--- config.mk ---
export PLATFORM = sky130hd
export DESIGN_NAME = scoreboard
export DESIGN_NICKNAME = d
export VERILOG_FILES = /design/src/rtl/scoreboard.sv
export SDC_FILE = /design/constraint.sdc
export NUM_CORES = 2
export LEC_CHECK = 0
export CAP_MARGIN = 20
export CELL_PAD_IN_SITES_DETAIL_PLACEMENT = 1
export CELL_PAD_IN_SITES_GLOBAL_PLACEMENT = 1
export CORE_AREA = 2 2 581 583
export CTS_BUF_LIST = sky130_fd_sc_hd__clkbuf_8 sky130_fd_sc_hd__clkbuf_16
export DETAILED_ROUTE_END_ITERATION = 16
export DIE_AREA = 0 0 583 585
export GPL_TIMING_DRIVEN = 0
export PLACE_DENSITY_LB_ADDON = 0.15
export SLEW_MARGIN = 20
export SYNTH_ARGS = -nofsm -noshare
export SYNTH_HDL_FRONTEND = slang
export SYNTH_SLANG_ARGS = --single-unit
--- constraint.sdc ---
create_clock -name clk_i -period 3.34 [get_ports clk_i]
set_input_delay 0.334 -clock clk_i [delete_from_list [all_inputs] [get_ports clk_i]]
set_output_delay 0.334 -clock clk_i [all_outputs]
set_load 0.01 [all_outputs]
--- src/rtl/scoreboard.sv ---
// In-order instruction window: accepts decoded entries, tags them with trans_id,
// feeds issue in order, collects write-backs by id and retires the oldest completed entry.

package scoreboard_pkg;

    localparam int unsigned NR_SB_ENTRIES = 4;
    localparam int unsigned TRANS_ID_BITS = $clog2(NR_SB_ENTRIES);
    localparam int unsigned XLEN          = 64;

    localparam logic [XLEN-1:0] ILLEGAL_INSTR = 64'd2;

    typedef struct packed {
        logic [XLEN-1:0] cause;
        logic [XLEN-1:0] tval;
        logic            valid;
    } exception_t;

    typedef struct packed {
        logic [XLEN-1:0]          pc;
        logic [TRANS_ID_BITS-1:0] trans_id;
        logic [3:0]               fu;
        logic [7:0]               op;
        logic [4:0]               rs1;
        logic [4:0]               rs2;
        logic [4:0]               rd;
        logic [XLEN-1:0]          result;
        logic                     valid;
        logic                     use_imm;
        exception_t               ex;
    } scoreboard_entry_t;

endpackage

module scoreboard
    import scoreboard_pkg::*;
#(
    parameter int unsigned NR_ENTRIES  = NR_SB_ENTRIES,
    parameter int unsigned NR_WB_PORTS = 3
) (
    input  logic                     clk_i,
    input  logic                     rst_ni,
    input  logic                     flush_i,
    output logic                     full_o,

    input  scoreboard_entry_t        decoded_instr_i,
    input  logic                     decoded_instr_valid_i,
    output logic                     decoded_instr_ack_o,

    output scoreboard_entry_t        issue_instr_o,
    output logic                     issue_instr_valid_o,
    input  logic                     issue_ack_i,

    input  logic [TRANS_ID_BITS-1:0] trans_id_i [NR_WB_PORTS],
    input  logic [XLEN-1:0]          wdata_i    [NR_WB_PORTS],
    input  exception_t               ex_i       [NR_WB_PORTS],
    input  logic                     wb_valid_i [NR_WB_PORTS],

    output scoreboard_entry_t        commit_instr_o,
    output logic                     commit_valid_o,
    input  logic                     commit_ack_i
);

    localparam int unsigned IDW  = TRANS_ID_BITS;
    localparam int unsigned CNTW = TRANS_ID_BITS + 1;

    scoreboard_entry_t     mem_q [NR_ENTRIES];
    scoreboard_entry_t     mem_d [NR_ENTRIES];
    logic [NR_ENTRIES-1:0] occ_q, occ_d;
    logic [IDW-1:0]        top_q, top_d;
    logic [IDW-1:0]        issue_ptr_q, issue_ptr_d;
    logic [IDW-1:0]        commit_ptr_q, commit_ptr_d;
    logic [CNTW-1:0]       count_q, count_d;
    logic [CNTW-1:0]       issued_q, issued_d;

    logic enq_fire;
    logic issue_fire;
    logic commit_fire;

    // Handshake and presentation logic: registered state plus pointer muxes only
    always_comb begin
        full_o              = (count_q == CNTW'(NR_ENTRIES));
        decoded_instr_ack_o = decoded_instr_valid_i && !full_o;
        issue_instr_valid_o = (issued_q < count_q);
        issue_instr_o       = mem_q[issue_ptr_q];
        commit_instr_o      = mem_q[commit_ptr_q];
        commit_valid_o      = (count_q != '0) && (issued_q != '0) && mem_q[commit_ptr_q].valid;

        enq_fire    = decoded_instr_ack_o && !flush_i;
        issue_fire  = issue_ack_i && issue_instr_valid_o;
        commit_fire = commit_ack_i && commit_valid_o;
    end

    // Next-state: write-back, enqueue, issue, commit; flush overrides everything
    always_comb begin
        mem_d        = mem_q;
        occ_d        = occ_q;
        top_d        = top_q;
        issue_ptr_d  = issue_ptr_q;
        commit_ptr_d = commit_ptr_q;
        count_d      = count_q;
        issued_d     = issued_q;

        if (flush_i) begin
            occ_d        = '0;
            top_d        = '0;
            issue_ptr_d  = '0;
            commit_ptr_d = '0;
            count_d      = '0;
            issued_d     = '0;
            for (int unsigned i = 0; i < NR_ENTRIES; i++) begin
                mem_d[i].valid = 1'b0;
            end
        end else begin
            // Ascending port order lets the highest index win on a shared id
            for (int unsigned k = 0; k < NR_WB_PORTS; k++) begin
                if (wb_valid_i[k] && occ_q[trans_id_i[k]]) begin
                    mem_d[trans_id_i[k]].result = wdata_i[k];
                    mem_d[trans_id_i[k]].valid  = 1'b1;
                    if (ex_i[k].valid) begin
                        mem_d[trans_id_i[k]].ex = ex_i[k];
                    end
                end
            end

            // A decode-time fault makes the entry complete on arrival
            if (enq_fire) begin
                mem_d[top_q]          = decoded_instr_i;
                mem_d[top_q].trans_id = top_q;
                mem_d[top_q].valid    = decoded_instr_i.ex.valid;
                occ_d[top_q]          = 1'b1;
                top_d                 = top_q + IDW'(1);
            end

            if (issue_fire) begin
                issue_ptr_d = issue_ptr_q + IDW'(1);
            end

            if (commit_fire) begin
                occ_d[commit_ptr_q]       = 1'b0;
                mem_d[commit_ptr_q].valid = 1'b0;
                commit_ptr_d              = commit_ptr_q + IDW'(1);
            end

            count_d  = count_q + CNTW'(enq_fire) - CNTW'(commit_fire);
            issued_d = issued_q + CNTW'(issue_fire) - CNTW'(commit_fire);
        end
    end

    always_ff @(posedge clk_i or negedge rst_ni) begin
        if (!rst_ni) begin
            for (int unsigned i = 0; i < NR_ENTRIES; i++) begin
                mem_q[i] <= '0;
            end
            occ_q        <= '0;
            top_q        <= '0;
            issue_ptr_q  <= '0;
            commit_ptr_q <= '0;
            count_q      <= '0;
            issued_q     <= '0;
        end else begin
            for (int unsigned i = 0; i < NR_ENTRIES; i++) begin
                mem_q[i] <= mem_d[i];
            end
            occ_q        <= occ_d;
            top_q        <= top_d;
            issue_ptr_q  <= issue_ptr_d;
            commit_ptr_q <= commit_ptr_d;
            count_q      <= count_d;
            issued_q     <= issued_d;
        end
    end

endmodule

Yosys cells after proc, flatten, opt, wreduce, memory -nomap -nowiden
Index checks and enable logic that the tools add are counted.

storage, ports and cells
  register bits after elaboration = 1,168
  input port bits = 882
  logic and storage cells = 200

operators by class
  add/sub/neg operators = 7
  order comparisons = 19
  equal/unequal tests = 1
  muxes and demuxes = 83
  bitwise gates (word level) = 9
  reduce and logical (&&, ||, !) cells = 23

operators with widths
  operator                                                                      number
  1152-bit bitwise mux                                                          13
  1152-bit two-way mux                                                          12
  288-bit demux with 2-bit select                                               13
  288-bit two-way mux                                                           5
  288-bit binary-select mux with 2-bit select                                   2
  131-bit two-way mux                                                           5
  195-bit two-way mux                                                           3
  129-bit two-way mux                                                           3
  224-bit two-way mux                                                           1
  3-bit greater-or-equal comparator, second input constant                      6
  2-bit NOT with 3-bit output                                                   6
  1-bit logical AND                                                             16
  4-bit two-way mux                                                             4
  2-bit by 3-bit less-than comparator with 1-bit output, second input constant  5
  3-bit by 1-bit less-than comparator with 1-bit output, second input constant  5
  2-bit two-way mux                                                             6
  1-bit two-way mux                                                             9
  2-bit by 1-bit adder with 2-bit output, second input constant                 3
  3-bit by 1-bit adder with 3-bit output                                        2
  1-bit binary-select mux with 2-bit select                                     3
  3-bit two-way mux                                                             2
  2-bit nonzero test                                                            3
  3-bit nonzero test                                                            2
  3-bit by 1-bit subtractor with 3-bit output                                   2
  8 further kinds                                                               11

Depth between registers and ports, before layout
  word-level depth = 31
  depth in mapped cells = 12

Least setup slack after synthesis
Ideal clock, no wire load.

  path kind = reg-to-reg
  start point = register commit_ptr_q[0]
  end point = register count_q[2]
  arrival = 2.560 ns
  required time = 3.208 ns
  setup slack = 0.648 ns
  cell stages (with the launch flop) = 12
  path buffers = 1
  path through = dfrtp_1 > mux4_2 > o311a_1 > and2_1 > clkbuf_1 > ha_1 > inv_1 > ha_1 > inv_1 > fa_1 > xnor2_1 > nor2_1

RTL lines
  what                      line  text
  start: declaration        71    logic [IDW-1:0] commit_ptr_q, commit_ptr_d;
  start signal: assignment  167   commit_ptr_q <= commit_ptr_d;
  end signal: assignment    168   count_q <= count_d;
  end: declaration          72    logic [CNTW-1:0] count_q, count_d;

Final worst setup path
  start point = input port wb_valid_i[1] (netlist bit)
  end point = register mem_q[586] (netlist bit)

on the way
  word-level cells in the longest chain between the ends = 16

ends and longest elaborated chain
  what                            line  text
  start: declaration              56    input logic wb_valid_i [NR_WB_PORTS],
  1-bit logical AND *             116   if (wb_valid_i[k] && occ_q[trans_id_i[k]]) begin
  1152-bit two-way mux *          116
  1152-bit two-way mux *          103   if (flush_i) begin
  1152-bit bitwise mux            117   mem_d[trans_id_i[k]].result = wdata_i[k];
  1152-bit bitwise mux            118   mem_d[trans_id_i[k]].valid = 1'b1;
  1152-bit bitwise mux            120   mem_d[trans_id_i[k]].ex = ex_i[k];
  1152-bit two-way mux            119   if (ex_i[k].valid) begin
  1152-bit two-way mux *          116
  1152-bit two-way mux *          103
  1152-bit bitwise mux            127   mem_d[top_q] = decoded_instr_i;
  1152-bit bitwise mux            128   mem_d[top_q].trans_id = top_q;
  1152-bit bitwise mux            129   mem_d[top_q].valid = decoded_instr_i.ex.valid;
  1152-bit two-way mux *          126   if (enq_fire) begin
  1152-bit two-way mux *          103
  1152-bit bitwise mux            140   mem_d[commit_ptr_q].valid = 1'b0;
  1152-bit two-way mux *          138   if (commit_fire) begin
  end signal: indexed assignment  162   mem_q[i] <= mem_d[i];
  end: declaration                66    scoreboard_entry_t mem_q [NR_ENTRIES];

Every way passes the cells marked *; elsewhere a longest branch is shown, timed or not. The select of a mux whose other input is x is not followed.
A chain may end at the register's enable or synchronous reset.

==> results.md <==
* Vias in the first global route at 96.5k
* Worst-path clk slew at 0.06 ns
* DRC at 0
* Wirelength per Cell at around 44 um
* Clock Path Buffers at 4
* Via count at 95.8k
* First drt pass iteration count at 6
* First-pass GRT wire length at 889 mm
* Nets at 11.4k
* Io pins at 1462
* Main flop type after synthesis: dfrtp_1
* Worst Tran Pin Value at roughly 1.3 ns
* Setup crit end kind: register
* Mapped Area at approximately 83000 um^2
* Final TNS setup at -0.904 ns
* Rows at ~210
* Grt ovf at 0
* Worst slew margin at 0.124
* Die area at 341000 um^2
* Leak pwr at 0.0474 uW
* Cell count after synthesis at 8706
* Die height at 585 um
* CTS Sinks at 1168
* Post-Syn Nets at 9604
* Clock Skews at 0.0571 ns
* Worst-path fanout max at 10
* Power Density at 641 nW/um^2
* Layout cells sized above 1 at 0.182
* Library cells used by synthesis at 65
* Run status: finished, violations left
* CTS tree: done
* Ranking of synthesized cells by area: dfrtp_1 (35%), mux4_2 (16%), nand2_1 (7.2%)
* Initial Utilization at 0.249
* WL final at 674 mm
* Final period demand of the worst path at 3.41 ns
* Number of DRC markers in iteration 0 at 11.9k
* Setup violators final at 29
* Clock latency on the worst-skew pair at about 0.9 ns
* Final period utilization at 1.02
* Crit Path Class: in -> reg
* CTS Buf Count at 170
* Pwr Total at 72700 uW
* Synth Warn # at 0
* Layout filler cell count at 37.9k
* Synthesis-to-layout area growth at 35.8%
* Clock Tree Root: clkbuf_16
* CP startpoint kind: input port
* Final setup margin at -0.0719 ns
* EDFF count, synth at 0
* Initial antenna violation count at 265
* Final Hold Vio Count at 0
* RePlAce Congestion at 0.964
* Slew Viols, Final at 0
* Hold WC Path Type: in -> reg
* Synth Area per Inst at 9.59 um^2
* Post-DP HPWL at 503 mm
* RSZ-0062 raised after global routing: yes
* #FFs+latches synth at between 1k and 1.5k
* Failing checks: setup timing
* Yosys top cell by area: dfrtp_1
* # H-tree levels at 4
* GRT Overall Usage at 0.380
* Post-route ant nets at 0
* CP Data Required Time at roughly 4 ns
* Die X at 583 um
* VDD IR max at between 0.0004 and 0.0005 V
* Post-synthesis sequential area ratio at 0.350
* CP arrival at 4.10 ns
* Max-cap violations at 0
* Share of the synthesized area in the top cell type at 0.350
* Core area at 335000 um^2
* Fmax at 0.293 GHz
* Post-route cell area at 113000 um^2
* Placed inst area at roughly 100000 um^2
* Pin count of the biggest net entering global routing at roughly 120
* Routed vias/inst at 6.32
* Port bufs at 1458
* Worst hold slack at just under 0.07 ns
* R2R setup slack at -0.01 ns
* Async set-or-reset flop fraction in the synthesized netlist at 1.00
-- report_power, final --
group	leakage, uW	internal (uW)	switching (uW)
combinational	0.0307	14100	16800
clock	0.00286	10700	8080
sequential	0.0138	18600	4470
total	0.0474	43300	29400
-- metrics by stage --
| step | setup WS, ns | std cells | util |
|---|---|---|---|
| 6_report | -0.0719 | 15155 | 0.338 |
| 5_1_grt | -0.0434 | 15084 | 0.337 |
| 4_1_cts | -0.274 | 14996 | 0.336 |
| 3_5_place_dp | -1.47 | 14618 | 0.313 |
| 3_3_place_gp | -62.09 | 14571 | 0.309 |
| 2_1_floorplan | 0.648 | 8706 | - |
-- cell usage after synthesis, types with 3 or more instances --
cell       count
nand2_1     1603
dfrtp_1     1168
a21oi_1      754
mux4_2       576
clkbuf_1     567
mux2i_1      392
o221ai_1     336
and3_1       300
mux2_2       293
o21ai_0      267
o22ai_1      265
nand3_1      234
buf_2        228
nor2_1       216
o31ai_1      167
a211o_1      166
a31oi_1      156
a21o_1       153
a211oi_1     145
buf_1        107
or3_1        103
a22oi_1      102
o2bb2ai_1    101
a2bb2oi_1     64
o211ai_1      34
o22a_1        29
buf_4         28
a211oi_2      20
inv_1         16
ha_1          14
nor2b_1       14
buf_6         10
and2_1         8
o21ai_1        8
nand4_1        6
nand4b_1       5
xnor2_1        4
xor2_1         4
and3b_1        3
and4b_1        3
nand2_2        3
nand2b_1       3
nor4_1         3
-- path summary, 6_finish.rpt --
| path | start | end | cells past startpoint |
|---|---|---|---|
| min | decoded_instr_i[225] | register | 3 |
| min reg2reg | register | register | 2 |
| max | wb_valid_i[1] | mem_q[586] | 7 |
| max in group asynchronous | rst_ni | mem_q[35] | 7 |
| max reg2reg | occ_q[1] | mem_q[586] | 7 |
| min in group asynchronous | rst_ni | mem_q[433] | 3 |
-- timing repair --
action	4_1_cts	5_1_grt
endpoints found under the setup margin	1238	495
buffers inserted	77	27
endpoints found under the hold margin	229	0
cloned	8	5
resized for setup	1265	254
hold buffers	3	0
pin swaps	2	0
-- cells in the final DEF (no fill, tap or decap), drive strengths merged, types with 14 or more instances in the layout --
master / count
nand3: 234
a211oi: 165
o22a: 29
dlymetal6s2s: 46
dfrtp: 1168
a21o: 153
nand2: 1606
a21oi: 754
and3: 300
a22oi: 102
a31oi: 156
a2bb2oi: 64
o2bb2ai: 101
o21ai: 275
mux2i: 392
o211ai: 34
mux4: 576
o22ai: 265
clkinv: 22
o221ai: 336
or3: 103
a211o: 166
clkdlybuf4s50: 932
inv: 70
diode: 133
dlygate4sd2: 314
clkbuf: 835
nor2: 219
mux2: 293
buf: 587
o31ai: 167
clkdlybuf4s15: 51
ha: 14
nor2b: 14
-- critical path, cell delays in order --
cell	delay, ns
clkdlybuf4s50_1	0.89
nand4_1	0.58
buf_8	0.23
clkbuf_1	0.86
clkbuf_1	0.84
a21o_1	0.22
o211ai_1	0.09
-- cell families (layout without fill, tap and decap cells) --
kind of cell | Yosys count | in the layout | share of synthesized area
buf+inv | 959 | 2868 | 0.0487
mux | 1261 | 1261 | 0.242
other cells | 0 | 133 | 0
flops | 1168 | 1168 | 0.350
xor+xnor | 8 | 8 | 0.000839
fa+ha+maj | 16 | 16 | 0.00258
simple gates | 2521 | 2521 | 0.132
compound gates | 2773 | 2773 | 0.224
-- final cells by class --
class                           instances  area [um^2]  share of cell area
Antenna cell                          133          333             0.00294
Buffer                                931         5950              0.0525
Clock buffer                          213         4870              0.0430
Clock inverter                         81          552             0.00487
Inverter                               19         71.3            0.000629
Multi-Input combinational cell       6579        50200               0.443
Sequential cell                      1168        29200               0.258
Tap cell                             4407         5510              0.0487
Timing Repair Buffer                 1624        16600               0.146
-- per-layer routing --
layer  up-vias  part of all wire  global-route usage
li1      37186                 -                   -
met1     50154              0.38               0.459
met2      6632              0.45               0.590
met3      1755             0.099               0.106
met4       114             0.075               0.256
met5         -            0.0011                   0
Power figures use the tool's default switching activity.
